--- src/rtl/lstm_pkg.sv ---
`default_nettype none
// +----------------------------------------------------------------------------+
// | Package  : lstm_pkg                                                          |
// | Purpose  : Shared requester ids, arbiter state encoding and return-tag type. |
// | Revision : 1.0  initial release                                              |
// +----------------------------------------------------------------------------+
package lstm_pkg;

   localparam logic [1:0] REQ_GATE = 2'd0;
   localparam logic [1:0] REQ_FC   = 2'd1;
   localparam logic [1:0] REQ_BIAS = 2'd2;
   localparam int         NUM_REQ  = 3;

   typedef enum logic [0:0] {
      ARB_IDLE  = 1'b0,
      ARB_ISSUE = 1'b1
   } arb_state_t;

   typedef struct packed {
      logic       vld;
      logic [1:0] owner;
      logic       last;
   } rd_tag_t;

   // First requesting index at or after ptr, wrapping over 0..2.
   function automatic logic [1:0] rr_pick(input logic [2:0] r, input logic [1:0] ptr);
      logic [2:0] s;
      logic [1:0] idx;
      logic       found;
      rr_pick = ptr;
      found   = 1'b0;
      for (int i = 0; i < NUM_REQ; i++) begin
         s   = {1'b0, ptr} + 3'(i);
         idx = (s >= 3'd3) ? 2'(s - 3'd3) : s[1:0];
         if (!found && r[idx]) begin
            rr_pick = idx;
            found   = 1'b1;
         end
      end
   endfunction

   function automatic logic [1:0] rr_next(input logic [1:0] owner);
      return (owner == REQ_BIAS) ? REQ_GATE : owner + 2'd1;
   endfunction

endpackage
`default_nettype wire

--- src/rtl/lstm_rd_tag_pipe.sv ---
`default_nettype none
// +----------------------------------------------------------------------------+
// | Module   : lstm_rd_tag_pipe                                                  |
// | Purpose  : DEPTH-stage shift register of read return tags, cleared by reset. |
// | Revision : 1.0  initial release                                              |
// +----------------------------------------------------------------------------+
module lstm_rd_tag_pipe
   import lstm_pkg::*;
#(
   parameter int DEPTH = 2
) (
   input  logic       clk,
   input  logic       rst_n,
   input  logic [3:0] tag_in,
   output logic [3:0] tag_out,
   output logic       any_vld
);

   rd_tag_t r_stage [DEPTH];

   always_ff @(posedge clk) begin
      if (!rst_n) begin
         for (int k = 0; k < DEPTH; k++) r_stage[k] <= '0;
      end else begin
         r_stage[0] <= rd_tag_t'(tag_in);
         for (int k = 1; k < DEPTH; k++) r_stage[k] <= r_stage[k-1];
      end
   end

   always_comb begin
      any_vld = 1'b0;
      for (int k = 0; k < DEPTH; k++) any_vld = any_vld | r_stage[k].vld;
   end

   assign tag_out = r_stage[DEPTH-1];

endmodule
`default_nettype wire

--- src/rtl/lstm_wmem_rd_arbiter.sv ---
`default_nettype none
// +----------------------------------------------------------------------------+
// | Module   : lstm_wmem_rd_arbiter                                              |
// | Purpose  : Round-robin burst arbiter for the LSTM weight-store read port.    |
// |            Define LSTM_ARB_PERF_EN to add perf_beats / perf_stall counters.  |
// | Revision : 1.0  initial release                                              |
// +----------------------------------------------------------------------------+
module lstm_wmem_rd_arbiter
   import lstm_pkg::*;
#(
   parameter int AW     = 20,
   parameter int DW     = 96,
   parameter int LW     = 8,
   parameter int RD_LAT = 2
) (
   input  logic            clk,
   input  logic            rst_n,
   input  logic [2:0]      req,
   input  logic [3*AW-1:0] req_adr,
   input  logic [3*LW-1:0] req_len,
   output logic [2:0]      gnt,
   input  logic            mem_ready,
   output logic            mem_rd_en,
   output logic [AW-1:0]   mem_adr,
   input  logic [DW-1:0]   mem_rdata,
   output logic [DW-1:0]   rd_data,
   output logic [2:0]      rd_valid,
   output logic [2:0]      rd_done,
   output logic            busy
`ifdef LSTM_ARB_PERF_EN
   ,
   output logic [3*32-1:0] perf_beats,
   output logic [31:0]     perf_stall
`endif
);

   arb_state_t    r_state, w_state_nxt;
   logic [AW-1:0] r_adr;
   logic [LW-1:0] r_len, r_cnt;
   logic [1:0]    r_owner, r_rr_ptr, w_pick;
   logic [2:0]    w_gnt;
   logic          w_accept, w_last;
   logic [AW-1:0] w_req_adr [NUM_REQ];
   logic [LW-1:0] w_req_len [NUM_REQ];
   logic [3:0]    w_tag_out_bits;
   rd_tag_t       w_tag_in, w_tag_out;
   logic          w_tag_any;

   for (genvar i = 0; i < NUM_REQ; i++) begin : g_unpack
      assign w_req_adr[i] = req_adr[i*AW +: AW];
      assign w_req_len[i] = req_len[i*LW +: LW];
   end

   always_ff @(posedge clk) begin
      if (!rst_n) r_state <= ARB_IDLE;
      else        r_state <= w_state_nxt;
   end

   always_comb begin
      w_pick      = rr_pick(req, r_rr_ptr);
      w_state_nxt = r_state;
      w_gnt       = 3'b000;
      w_accept    = 1'b0;
      w_last      = 1'b0;
      case (r_state)
         ARB_IDLE: begin
            if (|req) begin
               w_gnt       = 3'b001 << w_pick;
               w_state_nxt = ARB_ISSUE;
            end
         end
         ARB_ISSUE: begin
            w_accept = mem_ready;
            w_last   = mem_ready && (r_cnt == r_len);
            if (w_last) w_state_nxt = ARB_IDLE;
         end
         default: w_state_nxt = ARB_IDLE;
      endcase
   end

   // Combinational strobes are masked so nothing leaks out during the reset cycle.
   assign gnt       = rst_n ? w_gnt : 3'b000;
   assign mem_rd_en = rst_n & w_accept;
   assign mem_adr   = r_adr;

   always_ff @(posedge clk) begin
      if (!rst_n) begin
         r_adr    <= '0;
         r_len    <= '0;
         r_cnt    <= '0;
         r_owner  <= REQ_GATE;
         r_rr_ptr <= REQ_GATE;
      end else if (w_gnt != 3'b000) begin
         r_adr   <= w_req_adr[w_pick];
         r_len   <= w_req_len[w_pick];
         r_cnt   <= '0;
         r_owner <= w_pick;
      end else if (w_accept) begin
         r_adr <= r_adr + AW'(1);
         r_cnt <= r_cnt + LW'(1);
         if (w_last) r_rr_ptr <= rr_next(r_owner);
      end
   end

   assign w_tag_in = '{vld: mem_rd_en, owner: r_owner, last: w_last};

   lstm_rd_tag_pipe #(
      .DEPTH (RD_LAT)
   ) u_tag_pipe (
      .clk     (clk),
      .rst_n   (rst_n),
      .tag_in  (w_tag_in),
      .tag_out (w_tag_out_bits),
      .any_vld (w_tag_any)
   );

   assign w_tag_out = rd_tag_t'(w_tag_out_bits);

   always_ff @(posedge clk) begin
      if (!rst_n) begin
         rd_valid <= 3'b000;
         rd_done  <= 3'b000;
         rd_data  <= '0;
      end else begin
         rd_valid <= w_tag_out.vld ? (3'b001 << w_tag_out.owner) : 3'b000;
         rd_done  <= (w_tag_out.vld && w_tag_out.last) ? (3'b001 << w_tag_out.owner) : 3'b000;
         if (w_tag_out.vld) rd_data <= mem_rdata;
      end
   end

   assign busy = rst_n & ((r_state != ARB_IDLE) | w_tag_any);

`ifdef LSTM_ARB_PERF_EN
   for (genvar i = 0; i < NUM_REQ; i++) begin : g_perf
      logic [31:0] r_beats;
      always_ff @(posedge clk) begin
         if (!rst_n)
            r_beats <= '0;
         else if (mem_rd_en && (r_owner == 2'(i)) && (r_beats != '1))
            r_beats <= r_beats + 32'd1;
      end
      assign perf_beats[i*32 +: 32] = r_beats;
   end

   logic [31:0] r_perf_stall;
   always_ff @(posedge clk) begin
      if (!rst_n)
         r_perf_stall <= '0;
      else if ((r_state == ARB_ISSUE) && !mem_ready && (r_perf_stall != '1))
         r_perf_stall <= r_perf_stall + 32'd1;
   end
   assign perf_stall = r_perf_stall;
`endif

endmodule
`default_nettype wire

--- config.mk ---
export PLATFORM = sky130hd
export DESIGN_NAME = lstm_wmem_rd_arbiter
export DESIGN_NICKNAME = d
export VERILOG_FILES = /design/src/rtl/lstm_pkg.sv /design/src/rtl/lstm_rd_tag_pipe.sv /design/src/rtl/lstm_wmem_rd_arbiter.sv
export SDC_FILE = /design/constraint.sdc
export NUM_CORES = 1
export LEC_CHECK = 0
export BUFFER_PORTS_ARGS = -buffer_cell sky130_fd_sc_hd__buf_2
export CORE_UTILIZATION = 48
export CTS_BUF_LIST = sky130_fd_sc_hd__clkbuf_8
export CTS_CLUSTER_SIZE = 40
export DETAILED_ROUTE_END_ITERATION = 10
export GPL_TIMING_DRIVEN = 1
export MAX_ROUTING_LAYER = met4
export PLACE_DENSITY = 0.81
export SKIP_LAST_GASP = 1
export SYNTH_ARGS = -nofsm -noshare
export SYNTH_HDL_FRONTEND = slang
export SYNTH_HIERARCHICAL = 1
export SYNTH_SLANG_ARGS = --single-unit
--- constraint.sdc ---
create_clock -name clk -period 3.1 [get_ports clk]
set_input_delay 0.31 -clock clk [delete_from_list [all_inputs] [get_ports clk]]
set_output_delay 0.31 -clock clk [all_outputs]
set_load 0.05 [all_outputs]
==> impl_metrics.py <==
metrics = {
    "critical_path": {
        "critPathBufInv": 3,
        "endpoint_kind": "output pin",
        "worstPathRequired_ns": 2.79,
        "worstPathMaxFanout": 13,
        "worstSetupPathType": "reg -> out",
        "cp-start-kind": "flop",
        "slowest_delay_ns": 0.40,
        "critPathSlowestCell": "a311o_1",
        "path_cells": "inv_2 -> ha_4 -> mux2i_4 -> or2_1 -> a311o_1 -> o21a_4 -> buf_12 -> nor2_4 -> buf_8",
        "arrival_ns": 2.71,
        "cp_top_family": "compound AO/OA/AOI/OAI gates",
    },
    "die": {
        "num_rows": 42,
        "dieWidth_um": 120,
        "die_height_um": 120,
        "start_util": 0.500,
        "coreArea_mm2": 0.0135,
        "die_area_mm2": 0.0145,
        "io-pin-count": 313,
    },
    "global_route": {
        "grt_overflow_total": 0,
        "grt_start_max_net_pins": 100,
        "antenna_found_initial": 2,
        "grt_pass1_vias": 5696,
        "groute.usage.overall": 0.252,
        "grt_pass1_wl_um": 27900,
    },
    "sta": {
        "slew_headroom": 0.388,
        "final-hold-violation-count": 0,
        "fin_tns_setup_ns": 0,
        "fin_crit_sh": 0.973,
        "worst_pin_slew_ns": 0.910,
        "setup_viol": 0,
        "skew_ns": 0.0112,
        "max_freq_ghz": 0.331,
        "drv_slew": 0,
        "hold-worst-slack_ns": 0.104,
        "min_period_ns": 3.02,
    },
    "yosys": {
        "syn-num-nets": 879,
        "synth_top_area_share": 0.449,
        "async_flop_share": 0,
        "synth_common_cells": "dfxtp_1 (151), nor2_1 (143), mux2i_1 (100), nand2_1 (32), clkbuf_1 (18)",
        "synthFlopType": "dfxtp_1",
        "synth_most_common_cell": "dfxtp_1",
        "yosys_warnings": 6,
        "syn_area_per_cell_um2": 9.79,
        "synth_area_leader_cell": "dfxtp_1",
        "syn_inst": 687,
        "synth_cell_types": 52,
        "synth-edff-count": 0,
        "syn_area_mm2": 0.00673,
        "synth_area_leaders": "dfxtp_1 (45%), mux2i_1 (15%), nor2_1 (8.0%)",
        "synth_seq_cells": 151,
        "ys_seq_area_frac": 0.449,
    },
    "layout": {
        "final_cell_area_mm2": 0.00894,
        "drive_above_1_share": 0.418,
        "fin_nets": 1180,
        "fin_util": 0.665,
        "area_growth_syn_to_layout_pct": 33.0,
    },
    "cts": {
        "clk_path_buf_depth": 2,
        "cts_tree": "yes",
        "clk-insertion-delay-late_ns": 0.44,
        "htree_levels": 4,
        "path_clk_slew_ns": 0.08,
        "cts_buffers": 17,
        "cts_hold_buf": 0,
        "cts_root_buffer": "clkbuf_8",
        "clock_sinks": 151,
    },
    "place": {
        "gp_congestion": 0.878,
        "post-dp-hpwl_um": 13200,
        "postPlaceCellArea_mm2": 0.00839,
        "portBuffers": 312,
    },
    "routing": {
        "drt_iter0_drc": 422,
        "routed_wl_um": 18500,
        "drc": 0,
        "antenna_left": 0,
        "drtPass1Iterations": 7,
        "wl_per_cell_um": 15.7,
        "via_per_inst": 5.19,
        "num_vias": 6124,
    },
    "pwr": {
        "power.leakage_nw": 3.95,
        "power_density_mw_per_mm2": 507,
        "vdd_drop_max_v": 0.000232,
        "report.power.total_mw": 4.53,
    },
    "job": {
        "cap_violations": 0,
    },
    "status": {
        "status": "finished, final reports clean",
    },
    "min_path": {
        "hold_class": "in -> reg",
    },
}
[timing repair]
action                     CTS  global route
gates cloned                 0             2
pin swaps                    0             3
setup buffers                0             2
setup endpoints to repair    3             3
resized for setup           13            15
[metal layers]
metal,up-vias,track usage,wire (µm)
li1,3018,-,-
met1,2815,0.270,7120
met2,256,0.443,9580
met3,35,0.0618,1290
met4,0,0.105,480
met5,-,-,0
[worst reg2reg max path: stages, from the launching register on]
cell	delay, ns
dfxtp_4	0.38
inv_2	0.06
ha_4	0.26
mux2i_4	0.20
or2_1	0.24
a311o_1	0.40
buf_4	0.16
a211oi_1	0.23
buf_4	0.16
o21ai_4	0.06
buf_4	0.20
a311oi_1	0.40
o22ai_1	0.14
[metrics by stage]
stage	worst slack [ns]	std cells
CTS	0.000725	1173
finish	0.0829	1179
global placement	0.196	1141
floorplan	0.0438	687
global route	-0.00222	1179
detailed placement	0.131	1141
[sequential cells by signal, indices dropped and copies added, names as in the netlist]
| register | flops |
|---|---|
| r_state | 1 |
| rd_data | 96 |
| u_tag_pipe/r_stage | 8 |
| mem_adr | 20 |
| r_rr_ptr | 2 |
| rd_valid | 3 |
| r_len | 8 |
| r_cnt | 8 |
| rd_done | 3 |
| r_owner | 2 |
[cell type report]
class,instances,area (µm²)
timing repair buffer,330,1790
clock inverter,11,96.3
clock buffer,21,289
inverter,6,25.0
multi-input combinational,482,3490
sequential,151,3030
tap,176,220
fill,1104,4510
antenna,2,5.00
[path summary, 6_finish.rpt]
kind         slack (ns)  depth (start not counted)                                   to                           startpoint
max                0.08                          9                               gnt[1]             r_rr_ptr[0]$_SDFFE_PN0P_
min                0.10                          3             rd_data[15]$_SDFFE_PN0P_                        mem_rdata[15]
max reg2reg        0.09                         12             mem_adr[14]$_SDFFE_PN0P_             r_rr_ptr[0]$_SDFFE_PN0P_
min reg2reg        0.43                          1  u_tag_pipe/r_stage[0][5]$_SDFF_PN0_  u_tag_pipe/r_stage[0][1]$_SDFF_PN0_
[report_power, final]
group          total, mW  internal [mW]  switching, mW  leakage, nW
clock               1.44          0.717          0.718        0.192
combinational       1.00          0.411          0.592         2.54
sequential          2.10           2.02         0.0786         1.23
total               4.53           3.15           1.39         3.95
[cell families (layout without fill, tap and decap cells)]
kind of cell,count (synthesis),count (layout),share of synthesized area
other cells,0,2,0
mux,123,123,0.195
xor+xnor,25,25,0.0326
fa+ha+maj,6,6,0.0112
buf+inv,54,368,0.0432
compound gates,86,86,0.113
simple gates,242,242,0.156
flops,151,151,0.449
[cells in the final DEF, fill, tap and decap left out, types with 3 or more instances in the layout]
| master | count |
|---|---|
| buf_2 | 309 |
| dfxtp_1 | 148 |
| nor2_1 | 142 |
| mux2i_1 | 99 |
| nand2_1 | 32 |
| clkbuf_8 | 21 |
| nand3_1 | 17 |
| xnor2_1 | 15 |
| mux2_4 | 14 |
| a221oi_2 | 14 |
| buf_4 | 13 |
| and2_1 | 12 |
| o21ai_0 | 12 |
| xor2_1 | 10 |
| nor3_1 | 9 |
| mux2_2 | 9 |
| a221oi_1 | 8 |
| a211oi_1 | 7 |
| nand4_1 | 6 |
| nor4_1 | 6 |
| a31oi_1 | 6 |
| o31a_1 | 5 |
| and3_1 | 5 |
| inv_1 | 4 |
| a211oi_2 | 4 |
| or3_1 | 4 |
| ha_1 | 4 |
| clkinvlp_4 | 4 |
| o21a_1 | 3 |
| nand2b_1 | 3 |
| a21oi_1 | 3 |
| o22ai_1 | 3 |
| clkinv_2 | 3 |
| buf_12 | 3 |
Note: power is estimated with default switching activity, not from simulation.
